$ cat src/rtl/pulse_stretcher_pkg.sv
// Shared state encoding and cycle arithmetic for pulse_stretcher.
package pulse_stretcher_pkg;

    typedef enum logic [1:0] {IDLE, HIGH, GAP} state_t;

    localparam longint unsigned NS_PER_MS = 64'd1_000_000;

    // Rounds up so a pulse is never shorter than the requested time.
    function automatic int unsigned cycles_from_ms(input int unsigned ms,
                                                   input int unsigned period_ns);
        longint unsigned total_ns;
        total_ns = 64'(ms) * NS_PER_MS;
        return 32'((total_ns + 64'(period_ns) - 64'd1) / 64'(period_ns));
    endfunction

endpackage

$ cat src/rtl/interval_timer.sv
// Cycle counter with a runtime-selected terminal count; done marks the last cycle.
module interval_timer #(
    parameter int unsigned WIDTH = 8
) (
    input  logic             clk_in,
    input  logic             rst_in,
    input  logic             clear,
    input  logic             enable,
    input  logic [WIDTH-1:0] terminal,
    output logic             done
);

    logic [WIDTH-1:0] cnt_q;

    always_ff @(posedge clk_in) begin
        if (!rst_in || clear) begin
            cnt_q <= '0;
        end else if (enable) begin
            cnt_q <= cnt_q + WIDTH'(1);
        end
    end

    assign done = (cnt_q == terminal);

endmodule

$ cat src/rtl/pulse_stretcher.sv
// Stretches one-cycle event strobes into pulses with guaranteed high time and low gap.
// Define PULSE_STRETCHER_QUEUE_EN to replay events that arrive mid-pulse from a backlog.
module pulse_stretcher
    import pulse_stretcher_pkg::*;
#(
    parameter int unsigned CLK_PERIOD_NS = 10,
    parameter int unsigned HIGH_TIME_MS  = 5,
    parameter int unsigned LOW_TIME_MS   = 5,
    parameter int unsigned MAX_PENDING   = 15,
    localparam int unsigned PEND_W       = $clog2(MAX_PENDING + 1)
) (
    input  logic              clk_in,
    input  logic              rst_in,
    input  logic              event_in,
    output logic              pulse_out,
    output logic              busy_out,
    output logic [PEND_W-1:0] pending_out,
    output logic              overflow_out
);

    localparam int unsigned HIGH_CYCLES = cycles_from_ms(HIGH_TIME_MS, CLK_PERIOD_NS);
    localparam int unsigned LOW_CYCLES  = cycles_from_ms(LOW_TIME_MS, CLK_PERIOD_NS);
    localparam int unsigned MAX_CYCLES  = (HIGH_CYCLES > LOW_CYCLES) ? HIGH_CYCLES : LOW_CYCLES;
    localparam int unsigned CNT_W       = (MAX_CYCLES > 1) ? $clog2(MAX_CYCLES) : 1;

    localparam logic [CNT_W-1:0] HIGH_LAST = CNT_W'(HIGH_CYCLES - 1);
    localparam logic [CNT_W-1:0] LOW_LAST  = CNT_W'(LOW_CYCLES - 1);

    state_t           state_q, state_d;
    logic             pulse_q, busy_q, overflow_q;
    logic             timer_clear, timer_enable, timer_done;
    logic [CNT_W-1:0] terminal;
    logic             gap_end, restart, overflow_set;

    assign gap_end      = (state_q == GAP) && timer_done;
    assign terminal     = (state_q == HIGH) ? HIGH_LAST : LOW_LAST;
    assign timer_enable = (state_q != IDLE);
    assign timer_clear  = (state_d != state_q);

    interval_timer #(
        .WIDTH (CNT_W)
    ) u_timer (
        .clk_in   (clk_in),
        .rst_in   (rst_in),
        .clear    (timer_clear),
        .enable   (timer_enable),
        .terminal (terminal),
        .done     (timer_done)
    );

`ifdef PULSE_STRETCHER_QUEUE_EN
    logic [PEND_W-1:0] pending_q, pending_d;
    logic              inc, dec;

    assign restart = event_in || (pending_q != '0);
    assign inc     = event_in && (state_q != IDLE);
    assign dec     = gap_end && restart;

    // An event landing on the gap-end cycle with an empty backlog nets to zero here.
    always_comb begin
        pending_d    = pending_q;
        overflow_set = 1'b0;
        if (inc && !dec) begin
            if (pending_q == PEND_W'(MAX_PENDING)) begin
                overflow_set = 1'b1;
            end else begin
                pending_d = pending_q + PEND_W'(1);
            end
        end else if (dec && !inc) begin
            pending_d = pending_q - PEND_W'(1);
        end
    end

    always_ff @(posedge clk_in) begin
        if (!rst_in) begin
            pending_q <= '0;
        end else begin
            pending_q <= pending_d;
        end
    end

    assign pending_out = pending_q;
`else
    // Without a backlog only a gap-end event is accepted while busy.
    assign restart      = event_in;
    assign overflow_set = event_in && (state_q != IDLE) && !gap_end;
    assign pending_out  = '0;
`endif

    always_comb begin
        state_d = state_q;
        unique case (state_q)
            IDLE:    if (event_in) state_d = HIGH;
            HIGH:    if (timer_done) state_d = GAP;
            GAP:     if (gap_end) state_d = restart ? HIGH : IDLE;
            default: state_d = IDLE;
        endcase
    end

    always_ff @(posedge clk_in) begin
        if (!rst_in) begin
            state_q    <= IDLE;
            pulse_q    <= 1'b0;
            busy_q     <= 1'b0;
            overflow_q <= 1'b0;
        end else begin
            state_q <= state_d;
            pulse_q <= (state_d == HIGH);
            busy_q  <= (state_d != IDLE);
            if (overflow_set) begin
                overflow_q <= 1'b1;
            end
        end
    end

    assign pulse_out    = pulse_q;
    assign busy_out     = busy_q;
    assign overflow_out = overflow_q;

endmodule

$ cat config.mk
export PLATFORM = sky130hd
export DESIGN_NAME = pulse_stretcher
export DESIGN_NICKNAME = d
export VERILOG_FILES = /design/src/rtl/pulse_stretcher_pkg.sv /design/src/rtl/interval_timer.sv /design/src/rtl/pulse_stretcher.sv
export SDC_FILE = /design/constraint.sdc
export NUM_CORES = 1
export LEC_CHECK = 0
export ABC_AREA = 1
export BUFFER_PORTS_ARGS = -buffer_cell sky130_fd_sc_hd__buf_4
export CAP_MARGIN = 30
export CORE_ASPECT_RATIO = 2
export CORE_MARGIN = 4
export CORE_UTILIZATION = 35
export DETAILED_ROUTE_END_ITERATION = 16
export PLACE_DENSITY = 0.63
export SLEW_MARGIN = 20
export SYNTH_ARGS = -nofsm -noshare
export SYNTH_HDL_FRONTEND = slang
export SYNTH_HIERARCHICAL = 1
export SYNTH_SLANG_ARGS = --single-unit
$ cat constraint.sdc
create_clock -name clk_in -period 3.5 [get_ports clk_in]
set_input_delay 0.175 -clock clk_in [delete_from_list [all_inputs] [get_ports clk_in]]
set_output_delay 0.175 -clock clk_in [all_outputs]
set_load 0.03 [all_outputs]
* Yosys cells after proc, flatten, opt, wreduce, memory -nomap -nowiden
Index checks and enable logic that the tools add are counted.
** Cells by class
- Eq/ne operators :: 5
- Reductions and logical operators :: 9
- $add $sub $neg :: 1
- Mux-type cells :: 5
** Operator list (count)
- 19-bit by 1-bit adder with 19-bit output (second input constant) :: 1
- 19-bit equality test (second input constant) :: 1
- 2-bit two-way mux :: 3
- 2-bit one-hot mux with 3 select lines :: 1
- 2-bit by 1-bit equality test with 1-bit output (second input constant) :: 2
- 2-bit nonzero test :: 2
- 1-bit logical AND :: 3
- 2-bit equality test (second input constant) :: 1
- 1-bit logical NOT :: 2
- 2-bit logical NOT :: 1
- 2-bit != test :: 1
- 1-bit logical OR :: 1
- 1-bit two-way mux :: 1
** Word-level totals
- Register bits after elaboration :: 24
- Input port bits :: 3
- Output and inout bits :: 7

* Longest topological paths before layout
Gate-level depths: netlist of run 1.
- Depth after elaboration :: 6
- Depth in mapped cells :: 14
- Depth with buffers taken out :: 14

* Hierarchy
Netlist of run 1, hierarchy kept.
** By module, submodules not included
- interval_timer :: instances 1, cells an instance 224, sequential area each 380.4 um2, area an instance 1340.0 um2
- pulse_stretcher :: instances 1, cells an instance 36, sequential area each 100.1 um2, area an instance 251.5 um2

* Worst setup path after synthesis of run 1
Ideal clock, no wire load.
- Kind :: reg-to-reg
- Start point :: reg u_timer.cnt_q[3]
- End point :: reg u_timer.cnt_q[9]
- Setup time :: 0.113 ns
- Cell stages (with the launch flop) :: 12
- Data arrival time :: 1.615 ns
- Path slack :: 1.771 ns
- Period minus slack after synthesis :: 1.729 ns
- Data required time :: 3.387 ns
- Path buffers :: 1
- Cell sequence :: dfxtp_1 xnor2_1 nand2_1 nor2_1 nand2_1 nor2_1 o21ai_0 a21oi_1 nor2_1 buf_2 o21ai_1 nor2_1
** Between the ends
- Cells in the longest elaborated chain, start to end :: 6
- Elaborated cells on any way between the ends :: 8
** Ends and longest elaborated chain
- from (decl) :: line interval_timer.sv:13 : logic [WIDTH-1:0] cnt_q;
- from (signal assigned) :: line interval_timer.sv:19 : cnt_q <= cnt_q + WIDTH'(1);
- 19-bit equality test (*) :: line interval_timer.sv:23 : assign done = (cnt_q == terminal);
- named net timer_done :: line pulse_stretcher.sv:31 : logic timer_clear, timer_enable, timer_done;
- 1-bit logical AND :: line pulse_stretcher.sv:35 : assign gap_end = (state_q == GAP) && timer_done;
- 2-bit two-way mux :: line pulse_stretcher.sv:95 : GAP: if (gap_end) state_d = restart ? HIGH : IDLE;
- 2-bit one-hot mux with 3 select lines (*) :: line pulse_stretcher.sv:92 : unique case (state_q)
- 2-bit != test (*) :: line pulse_stretcher.sv:38 : assign timer_clear = (state_d != state_q);
- named net timer_clear :: line pulse_stretcher.sv:31
- 1-bit logical OR (*) :: line interval_timer.sv:16 : if (!rst_in || clear) begin
Mark *: on every way through the listed nets, which the timed path passes. The rest lies on a longest branch.
A chain may end at the register's enable or synchronous reset.

* Worst setup path in the final report of run 1
- Start point :: reg u_timer.cnt_q[13]
- End point :: reg u_timer.cnt_q[8]
Same word-level chain as after synthesis.

==> results of run 1 <==
## worst max path at each step
stage	startpoint	slack, ns	endpoint	cells after the start
after floorplan	u_timer/cnt_q[3]	1.77	u_timer/cnt_q[9]	11
after global placement	u_timer/cnt_q[10]	0.93	u_timer/cnt_q[3]	13
after detailed placement	u_timer/cnt_q[13]	1.33	u_timer/cnt_q[5]	11
after CTS	u_timer/cnt_q[8]	1.32	u_timer/cnt_q[5]	14
after global routing	u_timer/cnt_q[8]	1.10	u_timer/cnt_q[6]	14
final	u_timer/cnt_q[13]	1.33	u_timer/cnt_q[8]	11
## critical path, delay by kind of cell, from the launching register on
kind,cells,cell delay (ns)
simple gates,5,0.80
flops,1,0.46
compound gates,4,0.45
buf+inv,1,0.21
xor+xnor,1,0.15
## flip-flops by register name (all words and copies together), names as in the netlist
name / count
pulse_out: 1
busy_out: 1
state_q: 2
overflow_out: 1
u_timer/cnt_q: 19
## layout make-up
class                   count  area, um2
clock buffers               4       55.1
inverters                  44        165
fillers                   481       2570
multi-input cells         213       1000
repair buffers              6       45.0
flip-flops and latches     24        480
well taps                  54       67.6
## routing by layer
layer | global-route usage [%] | up-vias | routed length (um) | part of all wire, %
li1 | - | 805 | - | -
met5 | 0 | - | 0 | 0
met1 | 10.3 | 642 | 1170 | 33
met2 | 29.9 | 29 | 2190 | 61
met4 | 8.99 | 0 | 142 | 3.9
met3 | 1.12 | 8 | 91 | 2.5
## report_power, final
part           internal [mW]  switching, mW  leakage (nW)
Clock                  0.100         0.0876        0.0288
Combinational         0.0217         0.0414         0.590
Sequential             0.277        0.00356         0.195
Total                  0.399          0.133         0.813
## cells in the final DEF, fill, tap and decap left out, drive strengths merged, types with 4 or more instances in the layout
| master | n |
|---|---|
| nor2 | 45 |
| a21oi | 13 |
| inv | 44 |
| buf | 6 |
| conb | 31 |
| nand4 | 5 |
| nand3 | 12 |
| o21ai | 8 |
| xnor2 | 10 |
| nand2 | 83 |
| clkbuf | 4 |
| dfxtp | 24 |
## kinds of logic (layout without fill, tap and decap cells)
| logic type | Yosys count | after routing | synth area share, % |
|---|---|---|---|
| compound gates | 22 | 22 | 7.08 |
| fa+ha+maj | 1 | 1 | 0.786 |
| other cells | 2 | 31 | 0.472 |
| buf+inv | 52 | 54 | 13.7 |
| simple gates | 147 | 147 | 41.2 |
| flops | 24 | 24 | 30.2 |
| xor+xnor | 12 | 12 | 6.60 |
## per-stage QoR
stage          cell area [um2]  instances  hold slack [ns]  power, mW
5_1_grt                   1820        345            0.171      0.559
4_1_cts                   1820        345            0.150      0.539
2_1_floorplan             1700        289            0.284      0.339
3_5_place_dp              1760        341            0.440      0.350
6_report                  1820        345            0.153      0.532
3_3_place_gp              1750        340            0.434      0.348
==> results.tsv, run 1 <==
stage	metric	value	unit
global_routing	global-route wire length before repair	5.82	mm
global_routing	pin count of the biggest net entering global routing	14	
floorplanning	I/O pin count	10	
clock_tree	Longest Clk Path Bufs	2	
critical_path	CP Class	flop to flop	
yosys	Async SR Flop Fraction	0	%
pwr	VDD IR max	0.293	mV
clock_tree	CTS Hold Buffers Added	0	
yosys	synth cell count leaders	76 x nand2_1, 41 x inv_1, 35 x nor2_1	
critical_path	crit-path cells	xnor2_1, nand2_1, nor2_1, nand3_1, nor2_1, o21ai_0, a21oi_1, nor2_1, buf_4, o21ai_0, a21oi_1	
sta	fin crit share	62.1	%
cells_and_area	layout cell share with drive strength beyond 1	11.0	%
status	status	finished, final reports clean	
clock_tree	Clock Latency Late Sink	0.26	ns
yosys	Gate Count Post-Synth	260	
critical_path	capture point of the worst reg-to-reg path	u_timer/cnt_q[8]	
sta	Final Max Tran Viols	0	
pwr	LEAKAGE	0.813	nW
routing	via count	1484	
hold_path	hold path start	rst_in	
clock_tree	CTS Buf Count	3	
hold_path	WHS Endpoint	overflow_out	
yosys	flops & latches, synth	24	
clock_tree	CTS tree	yes	
critical_path	Arr. time, crit path	2.33	ns
place	# port buffers	5	
yosys	Post-synth EDFFs	0	
clock_tree	post-CTS resize count	0	
floorplanning	Die Ht	103	um
cells_and_area	area growth from synthesis to layout	14.1	%
routing	post-route ant nets	0	
routing	routed vias/inst	4.30	
pwr	pwr dens	293	nW/um2
cells_and_area	Nets	296	
critical_path	CP Data Required Time	3.66	ns
hold_path	worst min-delay path class	input port to flop	
job	max cap viols	0	
yosys	Synth top area share	30.2	%
yosys	Most used DFF post-synth	dfxtp_1	
yosys	most common cell in the synthesized netlist	nand2_1	
critical_path	Worst Reg-to-Reg Cells	11	
critical_path	Setup crit start kind	flop	
hold_path	hold depth	3	
sta	Slew HR	66.9	%
place	Post-DP HPWL	3.07	mm
routing	Post-Route WL	3.60	mm
sta	final setup TNS	0	ns
yosys	register area share after synthesis	30.2	%
floorplanning	Core Region	4380	um2
critical_path	max incr delay on CP	0.46	ns
place	DP Worst Slack	1.33	ns
critical_path	CP max stage cell	dfxtp_1	
yosys	Unique masters post-synth	23	
critical_path	CP most frequent cell	nor2_1	
sta	min Tclk post-route	2.17	ns
sta	RSZ-0062 raised after global routing	no	
yosys	post-synth top area cell	dfxtp_1	
sta	Fmax	0.460	GHz
routing	initial DRC count	35	
critical_path	R2R setup slack	1.33	ns
yosys	Avg Cell Area, Syn	6.12	um2
sta	worst slew pin tran	0.495	ns
cells_and_area	post-layout util	41.4	%
yosys	Yosys Warn Count	6	
floorplanning	Initial Util	36.3	%
clock_tree	CTS H-tree depth	1	
place	global placement routability congestion	0.877	
clock_tree	clk slew on worst S/H paths	0.09	ns
sta	Final setup viols	0	
global_routing	gr ovfl total	0	
critical_path	CP Capture Type	flop	
routing	DRC viols	0	
global_routing	GRT Overall Usage	13.5	%
clock_tree	Root Driver	clkbuf_8	
yosys	synth top area cells	dfxtp_1 30%, nand2_1 18%, inv_1 9.7%	
cells_and_area	# diodes	0	
sta	Hold Fails Final Rpt	0	
routing	First-pass DRT Iterations	4	
global_routing	initial antenna violation count	0	
clock_tree	postcts setup bufs	0	
yosys	synthesized area	1590	um2
sta	final worst clock skew	0.00410	ns
global_routing	vias in the first global route	1351	
floorplanning	full die area	5760	um2
clock_tree	Clock Sinks	24	
critical_path	CP Max Fanout	10	
floorplanning	# rows	34	
critical_path	r2r startpoint	u_timer/cnt_q[13]	
routing	per-cell routed wire length	10.4	um
floorplanning	Chip Width	55.7	um
sta	final worst slack	1.33	ns
Power figures use the tool's default switching activity.
==> run 2: changes to the inputs <==
clock period = 2.25 ns   (was 3.5 ns; I/O delays follow)
==> run 2 against run 1 <==
  * Final area rose by 2.7%
  * Register-to-register slack got worse by 0.99 ns
  * Worst hold slack got worse by 0.064 ns
  * First-iteration DRC count down 2.9%
  * Global-route usage rose by 1.3 points
==> results.tsv, run 2 (synthesis gave the netlist of run 1 again) <==
stage	metric	value	unit	change
status	status	finished, final reports clean		
routing	post-route ant nets	0		unchanged
cells_and_area	biggest regs	u_timer/cnt_q x19, state_q x2		
clock_tree	Root Driver	clkbuf_8		
sta	final setup TNS	0	ns	unchanged
floorplanning	I/O pin count	10		unchanged
critical_path	CP Capture Type	flop		
clock_tree	clk slew on worst S/H paths	0.09	ns	about the same
pwr	P_sw	215	uW	+62%
sta	Final setup viols	0		unchanged
clock_tree	Longest Clk Path Bufs	2		unchanged
clock_tree	postcts setup bufs	0		unchanged
place	# port buffers	5		unchanged
critical_path	CP Max Fanout	9		-1
pwr	power share of the combinational group	10.9	%	-1.0 points
job	max cap viols	0		unchanged
pwr	Internal	703	uW	+76%
floorplanning	Chip Width	55.7	um	unchanged
place	Cells after DPL	345		+1.2%
routing	M1 WL	1.24	mm	+5.4%
hold_path	worst min-delay path class	input port to flop		
cells_and_area	most common cell after layout, fill and taps aside	nand2_1		
sta	fin crit share	85.3	%	+23 points
place	Post-DP HPWL	3.16	mm	+2.9%
sta	Final Max Tran Viols	0		unchanged
clock_tree	Clock Latency Late Sink	0.27	ns	about the same
routing	met2 WL	2.25	mm	+2.6%
routing	Top Layer Used	met4		
cells_and_area	Biggest register	u_timer/cnt_q		
floorplanning	Core Region	4380	um2	unchanged
pwr	Sw Ratio	23.4	%	-1.5 points
routing	routed vias/inst	4.41		+2.5%
pwr	LEAKAGE	0.842	nW	+3.5%
routing	via count	1538		+3.6%
cells_and_area	most frequent cells in the layout	76 x nand2_1, 41 x inv_1, 34 x nor2_1, 31 x conb_1, 24 x dfxtp_1		
critical_path	CP Data Required Time	2.42	ns	-1.24 ns
global_routing	gr ovfl total	0		unchanged
routing	Post-Route WL	3.74	mm	+3.9%
pwr	Power Total	918	uW	+73%
clock_tree	CTS tree	yes		
clock_tree	Clock Sinks	24		unchanged
global_routing	initial antenna violation count	0		unchanged
routing	met3 wire length	53	um	-42%
cells_and_area	area growth from synthesis to layout	17.1	%	
cells_and_area	# diodes	0		unchanged
routing	DRC viols	0		unchanged
global_routing	vias in the first global route	1528		+13%
pwr	power share of the sequential group	47.5	%	-5.3 points
routing	per-cell routed wire length	10.7	um	+2.7%
sta	Fmax	0.521	GHz	+13%
cells_and_area	Fill cells	484		+0.62%
cells_and_area	layout cell share with drive strength beyond 1	12.5	%	+1.5 points
sta	min Tclk post-route	1.92	ns	-0.256 ns
floorplanning	# rows	34		unchanged
cells_and_area	filler-free cell count of the finished design	349		+1.2%
cells_and_area	max reg flops	19		unchanged
global_routing	GRT Overall Usage	14.8	%	+1.3 points
floorplanning	Initial Util	36.3	%	unchanged
sta	final worst clock skew	0.00777	ns	+0.00367 ns
floorplanning	full die area	5760	um2	unchanged
routing	initial DRC count	34		-2.9%
pwr	VDD IR max	0.381	mV	+30%
pwr	pwr dens	493	nW/um2	+68%
cells_and_area	Nets	300		+1.4%
critical_path	Arr. time, crit path	2.09	ns	-0.24 ns
place	global placement routability congestion	0.837		-4.6%
pwr	clock power share	41.6	%	+6.3 points
sta	RSZ-0062 raised after global routing	no		
critical_path	CP Class	flop to flop		
routing	First-pass DRT Iterations	4		unchanged
clock_tree	CTS Buf Count	3		unchanged
floorplanning	Die Ht	103	um	unchanged
sta	Hold Fails Final Rpt	0		unchanged
global_routing	global-route wire length before repair	6.57	mm	+13%
critical_path	Setup crit start kind	flop		
clock_tree	CTS H-tree depth	1		unchanged
global_routing	pin count of the biggest net entering global routing	15		+1
==> run 2: changes by cell type in the layout (fill, tap and decap cells not counted), sizes merged <==
cell    delta
bufinv     +1
clkbuf     -1
buf        +4
==> run 2: routing by layer <==
metal	up-vias	global-route usage [%]
met5	-	0
met4	0	10.1
met3	14	1.24
met2	23	31.9
met1	686	11.9
li1	815	-
==> run 2: final timing paths <==
kind                                       start          endpoint  slack [ns]  depth (start not counted)
worst max-delay path            u_timer/cnt_q[4]  u_timer/cnt_q[8]        0.33                         12
worst max register to register  u_timer/cnt_q[4]  u_timer/cnt_q[8]        0.33                         12
worst min register to register      overflow_out      overflow_out        0.45                          2
worst min-delay path                      rst_in        state_q[1]        0.09                          3
==> run 2: layout make-up <==
class / count / area [um2] / area share, %
inverters: 44 / 165 / 8.86
clock inverters: 1 / 30.0 / 1.61
well taps: 54 / 67.6 / 3.62
flip-flops and latches: 24 / 480 / 25.8
clock buffers: 3 / 41.3 / 2.21
repair buffers: 10 / 75.1 / 4.03
multi-input cells: 213 / 1000 / 53.9
==> run 2: per-stage QoR <==
step | hold WS, ns | instance area (um2) | worst slack (ns) | util, %
2_1_floorplan | 0.222 | 1700 | 0.521 | -
3_3_place_gp | 0.375 | 1790 | 0.264 | 40.9
3_5_place_dp | 0.378 | 1790 | 0.225 | 40.9
4_1_cts | 0.0841 | 1860 | 0.200 | 42.5
5_1_grt | 0.0984 | 1860 | 0.0549 | 42.5
6_report | 0.0891 | 1860 | 0.331 | 42.5
==> run 2: timing repair <==
item,CTS,global route
setup endpoints to repair,0,1
gates resized for setup,0,1
hold buffers,0,0
==> run 2: critical path, stage by stage, from the launching register on <==
cell,delay [ns]
dfxtp_1,0.47
inv_1,0.11
nand2_1,0.07
nand4_1,0.09
nor2_1,0.15
nand2_1,0.07
nor2_1,0.17
o21ai_0,0.11
a21oi_1,0.16
nor2_2,0.10
buf_4,0.18
o21ai_0,0.08
a21oi_1,0.06
==> run 2: power by group through the flow <==
stage | Combinational, mW | Clock [mW] | Sequential [mW]
3_3_place_gp | 0.0982 | 0 | 0.446
3_5_place_dp | 0.0994 | 0 | 0.446
2_1_floorplan | 0.0745 | 0 | 0.453
6_report | 0.0999 | 0.382 | 0.436
5_1_grt | 0.116 | 0.411 | 0.437
4_1_cts | 0.0994 | 0.396 | 0.436
==> run 3: changes to the inputs <==
CELL_PAD_IN_SITES_DETAIL_PLACEMENT = 2   (was not set)
CELL_PAD_IN_SITES_GLOBAL_PLACEMENT = 2   (was not set)
CORE_UTILIZATION = 32   (was 35)
GPL_ROUTABILITY_DRIVEN = 1   (was not set)
PLACE_DENSITY = 0.9   (was 0.63)
==> run 3 against run 2 <==
  * Largest cell class unchanged
  * Die area rose by 8.3%
  * Global-route usage up 6.6 points
  * First-iteration DRC count shrank 38%
  * Sequential power barely moved
  * Final area is 2.3% higher
  * Critical endpoint is now u_timer/cnt_q[0]
  * Core utilization down 3.3 points
  * Worst hold slack got worse by 0.010 ns
  * Sequential share of layout area decreased by 0.51 points
  * Clock power down 31%
  * Sequential cell count stayed put
  * Largest power group unchanged
  * Combinational power is 16% higher
  * Fmax fell by 6.4%
==> results.tsv, run 3 (synthesis gave the netlist of run 1 again) <==
stage	metric	value	unit	change
routing	First-pass DRT Iterations	4		unchanged
clock_tree	Clock Sinks	24		unchanged
routing	initial DRC count	21		-38%
critical_path	capture point of the worst reg-to-reg path	u_timer/cnt_q[0]		
place	DP Worst Slack	0.183	ns	-0.0419 ns
place	Post-DP HPWL	4.52	mm	+43%
pwr	Sw Ratio	27.9	%	+4.4 points
pwr	pwr dens	429	nW/um2	-13%
place	Cells after DPL	354		+2.6%
sta	Final setup viols	0		unchanged
hold_path	hold depth	3		unchanged
status	status	finished, final reports clean		
cells_and_area	Nets	308		+2.7%
routing	post-route ant nets	0		unchanged
cells_and_area	area growth from synthesis to layout	19.8	%	
pwr	Power Total	817	uW	-11%
cells_and_area	# diodes	0		unchanged
pwr	power share of the combinational group	14.2	%	+3.3 points
floorplanning	Die Ht	108	um	+4.2%
cells_and_area	filler-free cell count of the finished design	359		+2.9%
floorplanning	Core Region	4860	um2	+11%
job	max cap viols	0		unchanged
critical_path	Arr. time, crit path	2.20	ns	+0.11 ns
critical_path	CP Max Fanout	11		+2
global_routing	vias in the first global route	2025		+33%
critical_path	R2R setup slack	0.20	ns	-0.13 ns
global_routing	initial antenna violation count	0		unchanged
sta	Hold Slack	0.0787	ns	-0.0103 ns
sta	fin crit share	91.1	%	+5.8 points
hold_path	WHS Endpoint	overflow_out		
clock_tree	CTS H-tree depth	1		unchanged
global_routing	global-route wire length before repair	9.87	mm	+50%
sta	final worst slack	0.201	ns	-0.130 ns
critical_path	CP Class	flop to flop		
cells_and_area	max reg flops	19		unchanged
sta	Fmax	0.488	GHz	-6.4%
global_routing	gr ovfl total	0		unchanged
clock_tree	Root Driver	clkbuf_8		
place	global placement routability congestion	0.851		+1.7%
floorplanning	full die area	6230	um2	+8.3%
pwr	Internal	589	uW	-16%
pwr	clock power share	32.4	%	-9.2 points
floorplanning	Initial Util	32.7	%	-3.6 points
sta	final setup TNS	0	ns	unchanged
critical_path	Worst Reg-to-Reg Cells	11		-1
sta	Final Max Tran Viols	0		unchanged
cells_and_area	layout cell share with drive strength beyond 1	15.2	%	+2.7 points
cells_and_area	post-layout util	39.2	%	-3.3 points
routing	Post-Route WL	6.03	mm	+61%
sta	final worst clock skew	0.00525	ns	-0.00252 ns
pwr	LEAKAGE	0.876	nW	+4.1%
floorplanning	Chip Width	57.9	um	+3.9%
clock_tree	CTS Buf Count	3		unchanged
routing	DRC viols	0		unchanged
critical_path	CP Data Required Time	2.40	ns	-0.02 ns
cells_and_area	post-route cell area	1910	um2	+2.3%
routing	per-cell routed wire length	16.8	um	+57%
clock_tree	clk slew on worst S/H paths	0.09	ns	about the same
routing	via count	1725		+12%
clock_tree	Clock Latency Late Sink	0.28	ns	about the same
critical_path	r2r startpoint	u_timer/cnt_q[1]		
place	# port buffers	5		unchanged
sta	Hold Fails Final Rpt	0		unchanged
routing	routed vias/inst	4.81		+9.0%
cells_and_area	most common cell after layout, fill and taps aside	nand2_1		
place	placed inst area	1840	um2	+2.7%
pwr	power share of the sequential group	53.4	%	+5.9 points
floorplanning	# rows	36		+5.9%
critical_path	Setup crit start kind	flop		
pwr	P_sw	228	uW	+5.9%
cells_and_area	most frequent cells in the layout	76 x nand2_1, 41 x inv_1, 34 x nor2_1, 31 x conb_1, 23 x dfxtp_1		
cells_and_area	Biggest register	u_timer/cnt_q		
cells_and_area	biggest regs	u_timer/cnt_q x19, state_q x2		
pwr	VDD IR max	0.386	mV	+1.3%
critical_path	CP Capture Type	flop		
clock_tree	CTS Hold Buffers Added	0		unchanged
global_routing	pin count of the biggest net entering global routing	13		-2
clock_tree	Longest Clk Path Bufs	2		unchanged
hold_path	hold path start	rst_in		
floorplanning	I/O pin count	10		unchanged
clock_tree	CTS tree	yes		
hold_path	worst min-delay path class	input port to flop		
global_routing	GRT Overall Usage	21.4	%	+6.6 points
sta	min Tclk post-route	2.05	ns	+0.130 ns
[run 3: cell type report]
cell class | instances | area, um2
clock buffers | 3 | 41.3
fillers | 616 | 2960
inverters | 44 | 165
multi-input cells | 213 | 1010
flip-flops and latches | 24 | 482
well taps | 57 | 71.3
repair buffers | 18 | 135
[run 3: critical path: stages (launching register included)]
cell     delay (ns)
dfxtp_1        0.47
xnor2_1        0.18
nand2_1        0.09
nor2_1         0.15
nand2_1        0.08
nor2_1         0.21
o21ai_0        0.14
a21oi_1        0.18
nor2_2         0.08
buf_4          0.18
o21ai_0        0.09
a21oi_1        0.07
[run 3: worst max path at each step]
stage	from	endpoint	slack, ns	cells past startpoint
after floorplan	u_timer/cnt_q[3]	u_timer/cnt_q[9]	0.52	11
after global placement	u_timer/cnt_q[8]	u_timer/cnt_q[17]	0.36	14
after detailed placement	u_timer/cnt_q[7]	u_timer/cnt_q[0]	0.18	11
after CTS	u_timer/cnt_q[8]	u_timer/cnt_q[0]	0.11	14
after global routing	u_timer/cnt_q[5]	u_timer/cnt_q[0]	-0.007	11
final	u_timer/cnt_q[1]	u_timer/cnt_q[0]	0.20	11
[run 3: repair_timing]
| action | CTS | global route |
|---|---|---|
| gates resized for setup | 0 | 3 |
| setup buffers | 0 | 2 |
| endpoints found under the setup margin | 0 | 14 |
[run 3: per-layer routing]
metal / track usage (%) / vias up / part of all wire [%]
li1: - / 830 / -
met1: 18.6 / 839 / 32
met2: 42.6 / 34 / 61
met3: 3.12 / 22 / 1.9
met4: 13.1 / 0 / 4.5
met5: 0 / - / 0
[run 3: power groups by stage]
stage                     clock (mW)  sequential (mW)  combinational, mW
after global routing           0.295            0.437              0.130
after global placement             0            0.446             0.0989
after floorplan                    0            0.453             0.0745
final                          0.265            0.436              0.116
after CTS                      0.279            0.436              0.106
after detailed placement           0            0.446              0.102
